[src/rtl/pixel_stream_capture_if.sv]
// Readout stream between the capture engine and its consumer.
//   out_data  : FIFO head pixel
//   out_valid : FIFO non-empty
//   out_ready : consumer accepts the head when out_valid && out_ready
// master = capture engine (producer), slave = readout consumer.
interface pixel_stream_capture_if #(
   parameter int unsigned PIX_W = 8
) ();
   logic [PIX_W-1:0] out_data;
   logic             out_valid;
   logic             out_ready;

   modport master (output out_data, output out_valid, input out_ready);
   modport slave  (input out_data, input out_valid, output out_ready);
endinterface

[src/rtl/pixel_stream_capture.sv]
// Frame-capture engine: selects one filter channel, aligns to start-of-frame,
// captures IMG_WIDTH*IMG_HEIGHT qualified pixels into a FIFO and drains them
// over a valid/ready readout stream.
// Ports:
//   clk_25MHz, rst_n : pixel clock, async active-low reset
//   start, abort     : arm request (IDLE/DONE only) / return to IDLE + flush
//   ch_sel           : channel select, latched on accepted start
//   sof              : start-of-frame pulse
//   pix_data         : NUM_CH packed pixels, channel k at [k*PIX_W +: PIX_W]
//   pix_valid        : per-channel pixel qualifier
//   out_if           : readout stream (out_data/out_valid/out_ready)
//   busy, done       : state is WAIT_SOF/CAPTURE/DRAIN, state is DONE
//   overflow         : sticky, a pixel was dropped on a full FIFO
//   frame_err        : sticky, sof arrived before the frame completed
//   px_count         : source pixels seen this capture
// Optional feature macro CAPTURE_CHECKSUM_EN adds the 32-bit rotate-xor
// checksum output over all pushed pixels.
module pixel_stream_capture #(
   parameter int unsigned IMG_WIDTH  = 640,
   parameter int unsigned IMG_HEIGHT = 480,
   parameter int unsigned PIX_W      = 8,
   parameter int unsigned NUM_CH     = 4,
   parameter int unsigned FIFO_DEPTH = 16
) (
   input  logic                                       clk_25MHz,
   input  logic                                       rst_n,
   input  logic                                       start,
   input  logic                                       abort,
   input  logic [$clog2(NUM_CH)-1:0]                  ch_sel,
   input  logic                                       sof,
   input  logic [NUM_CH*PIX_W-1:0]                    pix_data,
   input  logic [NUM_CH-1:0]                          pix_valid,
   pixel_stream_capture_if.master                     out_if,
   output logic                                       busy,
   output logic                                       done,
   output logic                                       overflow,
   output logic                                       frame_err,
   output logic [$clog2(IMG_WIDTH*IMG_HEIGHT+1)-1:0]  px_count
`ifdef CAPTURE_CHECKSUM_EN
   ,
   output logic [31:0]                                checksum
`endif
);

   localparam int unsigned TOTAL = IMG_WIDTH * IMG_HEIGHT;
   localparam int unsigned CNT_W = $clog2(TOTAL + 1);
   localparam int unsigned CH_W  = $clog2(NUM_CH);
   localparam int unsigned AW    = $clog2(FIFO_DEPTH);
   localparam int unsigned OW    = $clog2(FIFO_DEPTH + 1);

   typedef enum logic [2:0] {S_IDLE, S_WAIT_SOF, S_CAPTURE, S_DRAIN, S_DONE} state_t;

   state_t            state;
   logic [CH_W-1:0]   sel;
   logic [PIX_W-1:0]  mem [FIFO_DEPTH];
   logic [AW-1:0]     wr_ptr, rd_ptr;
   logic [OW-1:0]     occ;

   logic [PIX_W-1:0]  sel_pix;
   logic              sel_valid;
   logic              pop, push, capture_pix, last_pix;
   logic [CNT_W-1:0]  px_next;
   logic [AW-1:0]     rd_next;
   logic [OW-1:0]     occ_next;
   logic [PIX_W-1:0]  head_next;

   // Channel mux, capture qualification and FIFO next-state terms.
   always_comb begin
      sel_pix   = '0;
      sel_valid = 1'b0;
      for (int unsigned k = 0; k < NUM_CH; k++) begin
         if (sel == CH_W'(k)) begin
            sel_pix   = pix_data[k*PIX_W +: PIX_W];
            sel_valid = pix_valid[k];
         end
      end
      pop = out_if.out_valid && out_if.out_ready;
      // The sof cycle itself counts as the first capture cycle; a later sof aborts the frame.
      capture_pix = sel_valid &&
                    (((state == S_WAIT_SOF) && sof) || ((state == S_CAPTURE) && !sof));
      // A full FIFO still accepts a pixel when the head leaves on the same edge.
      push     = capture_pix && ((occ != OW'(FIFO_DEPTH)) || pop);
      px_next  = px_count + CNT_W'(1);
      last_pix = (px_next == CNT_W'(TOTAL));
      rd_next  = pop ? rd_ptr + AW'(1) : rd_ptr;
      occ_next = occ;
      if (push && !pop) begin
         occ_next = occ + OW'(1);
      end else if (pop && !push) begin
         occ_next = occ - OW'(1);
      end
      // Registered head: the pushed pixel bypasses memory when it lands on the new read slot.
      head_next = (push && (wr_ptr == rd_next)) ? sel_pix : mem[rd_next];
   end

   // Control FSM, flags and FIFO storage.
   always_ff @(posedge clk_25MHz or negedge rst_n) begin
      if (!rst_n) begin
         state            <= S_IDLE;
         sel              <= '0;
         wr_ptr           <= '0;
         rd_ptr           <= '0;
         occ              <= '0;
         out_if.out_valid <= 1'b0;
         out_if.out_data  <= '0;
         busy             <= 1'b0;
         done             <= 1'b0;
         overflow         <= 1'b0;
         frame_err        <= 1'b0;
         px_count         <= '0;
         for (int unsigned i = 0; i < FIFO_DEPTH; i++) begin
            mem[i] <= '0;
         end
`ifdef CAPTURE_CHECKSUM_EN
         checksum         <= '0;
`endif
      end else if (abort) begin
         // Flags and px_count are kept for inspection until the next start.
         state            <= S_IDLE;
         wr_ptr           <= '0;
         rd_ptr           <= '0;
         occ              <= '0;
         out_if.out_valid <= 1'b0;
         busy             <= 1'b0;
         done             <= 1'b0;
      end else begin
         if (push) begin
            mem[wr_ptr] <= sel_pix;
            wr_ptr      <= wr_ptr + AW'(1);
`ifdef CAPTURE_CHECKSUM_EN
            checksum    <= {checksum[30:0], checksum[31]} ^ 32'(sel_pix);
`endif
         end
         rd_ptr           <= rd_next;
         occ              <= occ_next;
         out_if.out_valid <= (occ_next != '0);
         out_if.out_data  <= head_next;

         case (state)
            S_IDLE, S_DONE: begin
               if (start) begin
                  state            <= S_WAIT_SOF;
                  sel              <= ch_sel;
                  px_count         <= '0;
                  overflow         <= 1'b0;
                  frame_err        <= 1'b0;
                  wr_ptr           <= '0;
                  rd_ptr           <= '0;
                  occ              <= '0;
                  out_if.out_valid <= 1'b0;
                  busy             <= 1'b1;
                  done             <= 1'b0;
`ifdef CAPTURE_CHECKSUM_EN
                  checksum         <= '0;
`endif
               end
            end
            S_WAIT_SOF: begin
               if (sof) begin
                  state <= S_CAPTURE;
               end
            end
            S_CAPTURE: begin
               if (sof) begin
                  frame_err <= 1'b1;
                  state     <= S_DRAIN;
               end
            end
            S_DRAIN: begin
               if (occ == '0) begin
                  state <= S_DONE;
                  busy  <= 1'b0;
                  done  <= 1'b1;
               end
            end
            default: state <= S_IDLE;
         endcase

         // Counted pixel: dropped ones still count, the terminal one ends capture.
         if (capture_pix) begin
            px_count <= px_next;
            if (!push) begin
               overflow <= 1'b1;
            end
            if (last_pix) begin
               state <= S_DRAIN;
            end
         end
      end
   end

endmodule

[src/flat_wrapper.sv]
// flat-port wrapper written by rule: the top's interface ports become plain ports
module pixel_stream_capture_flat 
#(
   parameter int unsigned IMG_WIDTH  = 640,
   parameter int unsigned IMG_HEIGHT = 480,
   parameter int unsigned PIX_W      = 8,
   parameter int unsigned NUM_CH     = 4,
   parameter int unsigned FIFO_DEPTH = 16
)
  (clk_25MHz, rst_n, start, abort, ch_sel, sof, pix_data, pix_valid, busy, done, overflow, frame_err, px_count, out_if_out_data, out_if_out_valid, out_if_out_ready);
  pixel_stream_capture_if #(.PIX_W(PIX_W)) out_if_i ();
  input  logic clk_25MHz;
  input  logic rst_n;
  input  logic start;
  input  logic abort;
  input  logic [$clog2(NUM_CH)-1:0] ch_sel;
  input  logic sof;
  input  logic [NUM_CH*PIX_W-1:0] pix_data;
  input  logic [NUM_CH-1:0] pix_valid;
  output logic busy;
  output logic done;
  output logic overflow;
  output logic frame_err;
  output logic [$clog2(IMG_WIDTH*IMG_HEIGHT+1)-1:0] px_count;
  output wire logic [$bits(out_if_i.out_data)-1:0] out_if_out_data;
  output wire logic [$bits(out_if_i.out_valid)-1:0] out_if_out_valid;
  input wire logic [$bits(out_if_i.out_ready)-1:0] out_if_out_ready;
  assign out_if_out_data = out_if_i.out_data;
  assign out_if_out_valid = out_if_i.out_valid;
  assign out_if_i.out_ready = out_if_out_ready;
  pixel_stream_capture #(.IMG_WIDTH(IMG_WIDTH), .IMG_HEIGHT(IMG_HEIGHT), .PIX_W(PIX_W), .NUM_CH(NUM_CH), .FIFO_DEPTH(FIFO_DEPTH)) u_core (.clk_25MHz(clk_25MHz), .rst_n(rst_n), .start(start), .abort(abort), .ch_sel(ch_sel), .sof(sof), .pix_data(pix_data), .pix_valid(pix_valid), .out_if(out_if_i), .busy(busy), .done(done), .overflow(overflow), .frame_err(frame_err), .px_count(px_count));
endmodule
[config.mk]
export PLATFORM = sky130hd
export DESIGN_NAME = pixel_stream_capture_flat
export DESIGN_NICKNAME = d
export VERILOG_FILES = /design/src/rtl/pixel_stream_capture_if.sv /design/src/rtl/pixel_stream_capture.sv /design/src/flat_wrapper.sv
export SDC_FILE = /design/constraint.sdc
export NUM_CORES = 1
export LEC_CHECK = 0
export ABC_AREA = 1
export BUFFER_PORTS_ARGS = -buffer_cell sky130_fd_sc_hd__buf_4
export CORE_MARGIN = 4
export CORE_UTILIZATION = 38
export DETAILED_ROUTE_END_ITERATION = 16
export PLACE_DENSITY = 0.59
export RECOVER_POWER = 25
export SYNTH_ARGS = -nofsm -noshare
export SYNTH_HDL_FRONTEND = slang
export SYNTH_SLANG_ARGS = --single-unit
[constraint.sdc]
create_clock -name clk_25MHz -period 2.7 [get_ports clk_25MHz]
set_input_delay 0.135 -clock clk_25MHz [delete_from_list [all_inputs] [get_ports clk_25MHz]]
set_output_delay 0.135 -clock clk_25MHz [all_outputs]
set_load 0.05 [all_outputs]
==> qor.csv, run 1 <==
stage,metric,value,unit
synthesis,synth_area_leaders,"dfrtp_1, nand2_1, o21ai_1",
grt,antenna_found_initial,0,
sta,rsz0062_at_grt,no,
run,drv_cap,0,
synthesis,syn_nets,1220,
setup_path,critPathLaunchType,register,
sta,hold_viol_final,0,
sta,worstMarginPinSlew,1.21,ns
finish,area_delta_synth_final,17.0,%
drt,firstDrtPassIters,5,
sta,fin_tns_setup,0,ns
grt,grt_usage,0.189,
finish,antenna_cells,0,
grt,grt.overflow.total,0,
min_path,min_from,sof,
die,row_count,57,
finish,drive_gt1_frac,0.133,
setup_path,crit_required,3.06,ns
synthesis,syn_inst,1167,
drt,wirelength,25500,um
synthesis,synth-seq-area-share,0.478,
finish,nNetsFinal,1284,
setup_path,cp_slowest_cell,dfrtp_1,
clock_network,clock_sinks,178,
synthesis,syn-mean-instance-area,7.99,um2
setup_path,worstSetupEndpointType,register,
setup_path,r2r_start,u_core.sel[0],
grt,grt_pass1_wl,40300,um
synthesis,synth-edff-count,0,
synthesis,synth_ff_type,dfrtp_1,
pwr,power_density,704,nW/um2
placement,hpwl,17600,um
clock_network,clock_latency,0.44,ns
clock_network,htree_levels,4,
synthesis,yosys.area.top_type,dfrtp_1,
clock_network,clock_path_buffers,2,
die,die_w,165,um
clock_network,tritoncts,done,
synthesis,ys_ff_latch,178,
drt,routedWlPerCell,16.3,um
setup_path,r2r_cells,11,
grt,grt_max_degree,92,
die,core,24200,um2
sta,setup_viol,0,
synthesis,syn_area,9330,um2
pwr,leakagePower,0.00489,uW
synthesis,async_flop_share,1.00,
clock_network,ctsResizeCount,0,
setup_path,rr_endpoint,u_core.mem[118],
sta,relSlewSlack,0.196,
sta,skew,0.0210,ns
synthesis,synth_top_cell_area_share,0.478,
drt,ant_nets,0,
sta,period_needed,2.36,ns
clock_network,cts-root-buf,clkbuf_16,
clock_network,hold_buffers,4,
synthesis,yosysUniqueCellTypes,41,
drt,first_iter_violations,662,
clock_network,path_clk_slew,0.08,ns
die,fp.dieArea,27100,um2
finish,fin_util,0.450,
clock_network,cts_setup_buffers,0,
die,start_util,0.385,
sta,fmax,424,MHz
setup_path,cp_cell_sequence,"nor2_4, nand2_2, nand3_2, nand3_4, inv_2, nand2_4, nor2_8, nand2_2, nor2_4, nor2_1, a21oi_1",
grt,grt_pass1_vias,7207,
setup_path,max_stage_delay,0.55,ns
setup_path,critPathArrivalTime,2.72,ns
setup_path,crit_path_max_fanout,16,
synthesis,yosysWarnings,0,
min_path,min_to,u_core.state[1],
drt,vias_per_cell,5.12,
setup_path,r2r_slack,0.34,ns
sta,post-route-period-util,0.874,
sta,final_max_slew_viol_count,0,
clock_network,cts_made_buffers,17,
die,io_pins,76,
die,die_h,165,um
drt,drc,0,
pwr,ir_worst_vdd,0.493,mV
finish,layout_common_cells,"nand2_1, dfrtp_1, o21ai_1, inv_1, buf_4",
min_path,whs_path_depth,3,
setup_path,critical_path_class,register to register,
drt,vias,8031,
placement,io_buffers,75,
min_path,min_path_type,primary input to register,
finish,mostFrequentLayoutCell,nand2_1,
placement,gp_congestion,0.864,
outcome,status,"complete, no violations",
-- metrics by stage --
stage | hold WS, ns | total power [uW] | setup WS [ns] | cells | instance area, um2
2_1_floorplan | -0.161 | 4350 | 0.506 | 1167 | 9330
3_3_place_gp | 0.0981 | 5110 | 0.387 | 1532 | 10300
3_5_place_dp | 0.101 | 5100 | 0.347 | 1532 | 10300
4_1_cts | 0.0379 | 7740 | 0.349 | 1568 | 10900
5_1_grt | 0.0469 | 8060 | 0.0993 | 1568 | 10900
6_report | 0.0551 | 7680 | 0.339 | 1568 | 10900
-- worst max-delay path by stage --
| stage | startpoint | to | slack, ns |
|---|---|---|---|
| 6_report | u_core.sel[0] | u_core.mem[118] | 0.34 |
| 5_1_grt | u_core.sel[0] | u_core.mem[103] | 0.1 |
| 4_1_cts | u_core.sel[0] | u_core.mem[101] | 0.35 |
| 3_5_place_dp | u_core.sel[0] | u_core.mem[101] | 0.35 |
| 3_3_place_gp | u_core.sel[0] | u_core.px_count[15] | 0.39 |
| 2_1_floorplan | u_core.out_if.out_valid | u_core.out_if.out_data[0] | 0.51 |
-- cells in the mapped netlist (9+ instances only) --
cell type / n
ha_1: 9
nor2_1: 82
buf_2: 18
dfrtp_1: 178
a21oi_1: 68
o21ai_1: 113
nand4_1: 13
nand3_4: 11
o21ai_0: 78
xor2_1: 17
o211ai_1: 33
nand3_1: 73
inv_1: 102
nand2_1: 281
clkbuf_1: 30
-- power by group --
part / leakage (uW) / switching [uW] / internal (uW)
clock: 0.000307 / 1320 / 1300
combinational: 0.00223 / 1470 / 619
sequential: 0.00236 / 122 / 2850
-- worst max-delay path, delay by kind of cell, from the launching register on --
| kind | cells | cell delay (ns) |
|---|---|---|
| buf+inv | 1 | 0.11 |
| simple gates | 9 | 1.51 |
| compound gates | 1 | 0.14 |
| flops | 1 | 0.55 |
-- cell type report --
cell class,instances,area [um2]
fill,2410,13300
sequential,178,4450
multi-input combinational,821,4180
timing repair buffer,104,822
clock buffer,17,425
inverter,109,409
tap,324,405
clock inverter,15,216
-- sequential cells by signal, summed over array words and instances, names as in the netlist, 2 cells and up --
register and cells:
u_core.sel 2, u_core.px_count 19, u_core.wr_ptr 4, u_core.state 3
u_core.occ 5, u_core.rd_ptr 4, u_core.out_if.out_data 8, u_core.mem 128
-- per-layer routing --
layer	global-route usage	up-vias	routed length, um
li1	-	4018	-
met1	0.300	3737	13000
met2	0.269	255	10500
met3	0.0285	21	1650
met4	0.0454	0	335
met5	0	-	0
-- logic make-up after synthesis --
group	Yosys count	share of synthesized area
AO/OA/AOI/OAI	309	0.179
AND/OR/NAND/NOR	483	0.236
XOR/XNOR	20	0.0203
flip-flops	178	0.478
adder cells (fa/ha/maj)	9	0.0121
buffers and inverters	168	0.0754
Note: power is estimated with default switching activity, not from simulation.
==> run 2, diff against run 1 <==
- ABC_AREA: 1 -> 0
==> run 2 against run 1 <==
Effect of this change:
- power fell by 2.2%
- the run now ends with max-capacitance violations, max-slew violations left
- critical path type unchanged
- sequential power barely moved
- final area rose by 6.5%
==> qor.csv, run 2 <==
stage,metric,value,unit,change
finish,nFillCells,2458,,was 2410
placement,gp_congestion,0.815,,was 0.864
pwr,swShare,0.364,,was 0.379
pwr,p_total,7520,uW,was 7680 uW
sta,setup_viol,0,,unchanged
grt,grt_pass1_vias,8097,,was 7207
synthesis,synth_xor_area_frac,0.0132,,was 0.0203
drt,vias,8162,,was 8031
finish,area_delta_synth_final,16.9,%,was 17.0%
synthesis,yosys.area.top_type,dfrtp_1,,unchanged
die,row_count,58,,was 57
sta,relSlewSlack,-0.0152,,was 0.196
setup_path,worstSetupEndpointType,register,,unchanged
grt,grt.overflow.total,0,,unchanged
clock_network,htree_levels,4,,unchanged
drt,routedWlPerCell,19.4,um,was 16.3 um
finish,largest_register_ffs,128,,unchanged
synthesis,syn_nets,1108,,was 1220
sta,final_max_slew_viol_count,26,,was 0
sta,period_needed,2.47,ns,was 2.36 ns
placement,pre_cts_ws,0.162,ns,was 0.347 ns
sta,rsz0062_at_grt,no,,unchanged
sta,layout_setup_ws,0.231,ns,was 0.339 ns
grt,grt_max_degree,79,,was 92
sta,worstMarginPinSlew,1.52,ns,was 1.21 ns
setup_path,critPathLaunchType,register,,unchanged
min_path,min_path_type,primary input to register,,unchanged
finish,layout_common_cells,"nand2_1, dfrtp_1, o21ai_0, buf_4, mux2i_1",,"was nand2_1, dfrtp_1, o21ai_1, inv_1, buf_4"
setup_path,crit_path_max_fanout,34,,was 16
setup_path,startpoint,u_core.rd_ptr[1],,was u_core.sel[0]
outcome,status,"complete, but fails checks",,"was complete, no violations"
die,io_pins,76,,unchanged
synthesis,yosysMostFrequentCell,nand2_1,,unchanged
outcome,violations,"max-capacitance violations, max-slew violations",,
clock_network,path_clk_slew,0.07,ns,was 0.08 ns
setup_path,r2r_slack,0.23,ns,was 0.34 ns
pwr,ir_worst_vdd,0.331,mV,was 0.493 mV
grt,grt_usage,0.199,,was 0.189
finish,antenna_cells,0,,unchanged
finish,mostFrequentLayoutCell,nand2_1,,unchanged
sta,whs,0.0774,ns,was 0.0551 ns
pwr,power_density,647,nW/um2,was 704 nW/um2
synthesis,synth_ff_type,dfrtp_1,,unchanged
sta,fin_tns_setup,0,ns,unchanged
setup_path,crit_required,2.98,ns,was 3.06 ns
sta,fmax,405,MHz,was 424 MHz
pwr,comb_power_share,0.273,,was 0.272
die,start_util,0.391,,was 0.385
sta,skew,0.0170,ns,was 0.0210 ns
drt,firstDrtPassIters,5,,unchanged
synthesis,yosysWarnings,0,,unchanged
synthesis,synthTopCellsByCount,"nand2_1, dfrtp_1, o21ai_0",,"was nand2_1, dfrtp_1, o21ai_1"
setup_path,rr_endpoint,u_core.out_if.out_data[4],,was u_core.mem[118]
finish,nNetsFinal,1170,,was 1284
pwr,intPower,4780,uW,was 4770 uW
synthesis,synth-seq-area-share,0.448,,was 0.478
drt,vias_per_cell,5.59,,was 5.12
placement,hpwl,18500,um,was 17600 um
clock_network,clock_path_buffers,2,,unchanged
run,drv_cap,1,,was 0
synthesis,synth_compound_area_frac,0.169,,was 0.179
synthesis,syn-mean-instance-area,9.43,um2,was 7.99 um2
clock_network,clock_latency,0.45,ns,was 0.44 ns
drt,wirelength,28300,um,was 25500 um
setup_path,r2r_start,u_core.rd_ptr[1],,was u_core.sel[0]
synthesis,yosysUniqueCellTypes,58,,was 41
clock_network,clock_sinks,178,,unchanged
finish,drive_gt1_frac,0.180,,was 0.133
finish,top_regs,"u_core.mem x128, u_core.px_count x19, u_core.out_if.out_data x8",,unchanged
finish,fin_util,0.456,,was 0.450
die,die_w,170,um,was 165 um
setup_path,worstSetupEndpoint,u_core.out_if.out_data[4],,was u_core.mem[118]
synthesis,yosys.area_share.simple,0.146,,was 0.236
synthesis,syn_inst,1055,,was 1167
clock_network,tritoncts,done,,unchanged
synthesis,ys_ff_latch,178,,unchanged
setup_path,critPathArrivalTime,2.75,ns,was 2.72 ns
die,fp.dieArea,28800,um2,was 27100 um2
pwr,leakagePower,0.00476,uW,was 0.00489 uW
pwr,seq_power_share,0.399,,was 0.386
sta,hold_viol_final,0,,unchanged
synthesis,synth_fa_ha_area_frac,0.0113,,was 0.0121
grt,antenna_found_initial,0,,unchanged
placement,io_buffers,75,,unchanged
clock_network,cts-root-buf,clkbuf_16,,unchanged
drt,drc,0,,unchanged
finish,regMostFlops,u_core.mem,,unchanged
sta,post-route-period-util,0.915,,was 0.874
synthesis,synth-edff-count,0,,unchanged
synthesis,synth_area_leaders,"dfrtp_1, mux2i_1, nand2_1",,"was dfrtp_1, nand2_1, o21ai_1"
setup_path,r2r_cells,7,,was 11
grt,grt_pass1_wl,45400,um,was 40300 um
setup_path,critical_path_class,register to register,,unchanged
die,die_h,170,um,was 165 um
pwr,clockPowerShare,0.328,,was 0.341
pwr,switching_power,2730,uW,was 2910 uW
synthesis,synthMuxAreaShare,0.168,,was 0
synthesis,synth_top_cell_area_share,0.448,,was 0.478
die,core,25500,um2,was 24200 um2
synthesis,syn_area,9950,um2,was 9330 um2
synthesis,synth_top_family_by_area,compound AO/OA/AOI/OAI gates,,was simple AND/OR/NAND/NOR gates
drt,ant_nets,0,,unchanged
drt,first_iter_violations,669,,was 662
synthesis,async_flop_share,1.00,,unchanged
clock_network,cts_made_buffers,17,,unchanged
-- run 2: changes by cell type after synthesis, sizes merged, moves of 22 or more --
cell / delta
nor2: -58
clkbuf: +25
o21ai: -31
mux2i: +82
nand3: -64
o211ai: -32
a21oi: -22
o22ai: +34
inv: -88
mux4: +33
nand2: -80
-- run 2: logic make-up after synthesis --
group,count (synthesis)
adder cells (fa/ha/maj),9
AO/OA/AOI/OAI,298
multiplexers,124
AND/OR/NAND/NOR,328
XOR/XNOR,15
flip-flops,178
buffers and inverters,103
-- run 2: power groups by stage --
| stage | Combinational (uW) | Clock, uW | Sequential, uW |
|---|---|---|---|
| 2_1_floorplan | 1030 | 0 | 3220 |
| 3_3_place_gp | 2040 | 0 | 3050 |
| 3_5_place_dp | 2050 | 0 | 3040 |
| 4_1_cts | 2060 | 2530 | 3000 |
| 5_1_grt | 2210 | 2640 | 3020 |
| 6_report | 2050 | 2460 | 3000 |
-- run 2: area by class of cell --
cell class	count	area (um2)	area share
multi-input combinational	774	5060	0.435
clock inverter	14	159	0.0137
inverter	20	75.1	0.00646
tap	330	413	0.0355
sequential	178	4460	0.384
timing repair buffer	126	1030	0.0889
clock buffer	18	429	0.0369
-- run 2: metrics by stage --
step                      area (um2)  std cells
after detailed placement       11000       1423
after floorplan                 9950       1055
after CTS                      11600       1460
after global routing           11600       1460
final                          11600       1460
after global placement         11000       1423
-- run 2: timing repair --
action	4_1_cts	5_1_grt
gates resized for setup	0	1
setup buffers	0	0
hold buffers	5	0
endpoints found under the hold margin	184	0
setup endpoints to repair	0	10
-- run 2: metal layers --
metal	global-route usage	routed length, um	vias to the layer above
met2	0.321	13600	170
li1	-	-	3954
met3	0.0347	1220	29
met1	0.279	12900	4009
met5	0	0	-
met4	0.0546	528	0
-- run 2: how the worst min path moves through the flow --
stage,from,endpoint,slack (ns),cells after the start
final,sof,u_core.state[1],0.08,3
after global routing,sof,u_core.state[1],0.09,3
after CTS,sof,u_core.state[1],0.05,3
after detailed placement,rst_n,u_core.mem[24],0.02,1
after global placement,rst_n,u_core.mem[24],0.02,1
after floorplan,rst_n,u_core.busy,-0.16,0
-- run 2: worst max-delay path, cell delays in order (launching register included) --
cell and delay [ns]:
dfrtp_4 0.49, ha_1 0.32, buf_12 0.21, xor2_1 0.19, o41ai_1 0.42, nand3_1 0.39
o22ai_1 0.23, a21oi_1 0.06
==> run 3, diff against run 2 <==
- clock period: 2.7 -> 2.4 ns (I/O delays scaled with it)
==> run 3 against run 2 <==
Effect of this change:
- the flow still finishes with violations (max-capacitance violations, max-slew violations)
- global-route usage up 0.23 points
- register-to-register slack got worse by 0.16 ns
- clock power increased by 16%
- first-iteration DRC count fell by 7.9%
==> qor.csv, run 3 (synthesized netlist as in run 2, its figures left out) <==
stage,metric,value,unit,change
min_path,min_from,sof,,unchanged
pwr,ir_worst_vdd,0.487,mV,was 0.331 mV
finish,layout_common_cells,"nand2_1, dfrtp_1, o21ai_0, buf_4, mux2i_1",,unchanged
drt,firstDrtPassIters,5,,unchanged
die,fp.dieArea,28800,um2,unchanged
finish,antenna_cells,0,,unchanged
finish,top_regs,"u_core.mem x128, u_core.px_count x19, u_core.out_if.out_data x8",,unchanged
sta,hold_viol_final,0,,unchanged
clock_network,clock_path_buffers,2,,unchanged
finish,final_cells,1487,,was 1460
setup_path,rr_endpoint,u_core.out_if.out_data[0],,was u_core.out_if.out_data[4]
drt,wirelength,28800,um,was 28300 um
setup_path,critical_path_class,register to register,,unchanged
clock_network,clock_latency,0.44,ns,was 0.45 ns
finish,largest_register_ffs,128,,unchanged
finish,fin_util,0.468,,was 0.456
sta,worstMarginPinSlew,1.65,ns,was 1.52 ns
drt,routedWlPerCell,19.3,um,was 19.4 um
finish,drive_gt1_frac,0.206,,was 0.180
sta,final_max_slew_viol_count,63,,was 26
grt,antenna_found_initial,0,,unchanged
placement,dpl.cell_count,1449,,was 1423
die,die_h,170,um,unchanged
outcome,status,"complete, but fails checks",,unchanged
setup_path,crit_path_max_fanout,40,,was 34
placement,io_buffers,75,,unchanged
min_path,whs_path_depth,3,,unchanged
finish,nNetsFinal,1197,,was 1170
placement,hpwl,19400,um,was 18500 um
clock_network,clock_sinks,178,,unchanged
pwr,power_density,721,nW/um2,was 647 nW/um2
run,drv_cap,1,,unchanged
sta,whs,0.0423,ns,was 0.0774 ns
setup_path,r2r_slack,0.07,ns,was 0.23 ns
grt,grt_pass1_vias,8313,,was 8097
drt,vias_per_cell,5.65,,was 5.59
sta,fin_tns_setup,0,ns,unchanged
sta,relSlewSlack,-0.0997,,was -0.0152
sta,setup_viol,0,,unchanged
finish,regMostFlops,u_core.mem,,unchanged
clock_network,htree_levels,4,,unchanged
grt,grt_usage,0.202,,was 0.199
drt,drc,0,,unchanged
die,die_w,170,um,unchanged
die,core,25500,um2,unchanged
setup_path,critPathLaunchType,register,,unchanged
setup_path,crit_required,2.76,ns,was 2.98 ns
finish,mostFrequentLayoutCell,nand2_1,,unchanged
sta,skew,0.0262,ns,was 0.0170 ns
sta,layout_setup_ws,0.0702,ns,was 0.231 ns
clock_network,cts-root-buf,clkbuf_16,,unchanged
sta,post-route-period-util,0.971,,was 0.915
grt,grt_max_degree,63,,was 79
setup_path,critPathArrivalTime,2.69,ns,was 2.75 ns
drt,ant_nets,0,,unchanged
placement,gp_congestion,0.863,,was 0.815
pwr,leakagePower,0.00492,uW,was 0.00476 uW
setup_path,worstSetupEndpointType,register,,unchanged
die,start_util,0.391,,unchanged
drt,first_iter_violations,616,,was 669
placement,pre_cts_ws,0.0767,ns,was 0.162 ns
finish,area_delta_synth_final,19.9,%,was 16.9%
sta,fmax,429,MHz,was 405 MHz
clock_network,cts_setup_buffers,0,,unchanged
grt,grt_pass1_wl,46100,um,was 45400 um
setup_path,r2r_cells,7,,unchanged
die,row_count,58,,unchanged
setup_path,r2r_start,u_core.rd_ptr[1],,unchanged
min_path,min_to,u_core.state[1],,unchanged
sta,rsz0062_at_grt,yes,,was no
sta,period_needed,2.33,ns,was 2.47 ns
die,io_pins,76,,unchanged
clock_network,cts_made_buffers,17,,unchanged
grt,grt.overflow.total,0,,unchanged
clock_network,tritoncts,done,,unchanged
clock_network,path_clk_slew,0.07,ns,about the same
min_path,min_path_type,primary input to register,,unchanged
outcome,violations,"max-capacitance violations, max-slew violations",,unchanged
drt,vias,8404,,was 8162
-- run 3: cell count changes in the layout (fill, tap and decap cells not counted), sizes merged --
cell         previous run  this run
bufinv                  0         1
inv                    27        25
clkinvlp                1         0
dlygate4sd3             5         6
buf                   120       145
clkinv                  6         9
-- run 3: report_power, final --
group          total (uW)  switching, uW  internal [uW]  leakage (uW)
clock                2850           1350           1500      0.000300
sequential           3380            196           3180       0.00240
combinational        2370           1520            854       0.00222
total                8600           3070           5540       0.00492
-- run 3: layer usage --
| layer | track usage | wire length, um | share of wire | vias to the layer above |
|---|---|---|---|---|
| met5 | 0 | 0 | 0 | - |
| met4 | 0.0641 | 751 | 0.026 | 0 |
| met3 | 0.0305 | 1130 | 0.039 | 43 |
| met2 | 0.336 | 14200 | 0.49 | 198 |
| met1 | 0.272 | 12700 | 0.44 | 4171 |
| li1 | - | - | - | 3992 |
-- run 3: layout make-up --
cell class,count,area (um2)
multi-input cells,774,5080
clock inverters,15,189
flip-flops and latches,178,4460
fillers,2400,13500
clock buffers,17,425
inverters,20,75.1
repair buffers,153,1280
well taps,330,413
-- run 3: worst max path at each step --
stage,startpoint,end,slack [ns],cells past startpoint
after global placement,u_core.rd_ptr[1],u_core.out_if.out_data[3],0.13,7
after CTS,u_core.rd_ptr[1],u_core.out_if.out_data[3],0.06,7
after global routing,u_core.rd_ptr[1],u_core.out_if.out_data[7],-0.02,7
final,u_core.rd_ptr[1],u_core.out_if.out_data[0],0.07,7
after detailed placement,u_core.rd_ptr[1],u_core.out_if.out_data[3],0.08,7
after floorplan,u_core.px_count[3],u_core.state[0],0.04,8
-- run 3: timing repair --
| action | in CTS | in global routing |
|---|---|---|
| hold buffers | 6 | 0 |
| resized for setup | 0 | 9 |
| setup endpoints to repair | 0 | 11 |
| endpoints found under the hold margin | 154 | 0 |
-- run 3: metrics by stage --
stage	area [um2]	power (uW)
6_report	11900	8600
4_1_cts	11900	8670
2_1_floorplan	9950	4780
5_1_grt	11900	8990
3_5_place_dp	11200	5790
3_3_place_gp	11200	5760
-- run 3: worst max-delay path, cell delays in order, from the launching register on --
cell and delay (ns):
dfrtp_4 0.44, buf_16 0.27, nand3_1 0.21, o21a_1 0.23, or2_2 0.46, a221oi_1 0.41
a31oi_1 0.08, a21oi_1 0.15
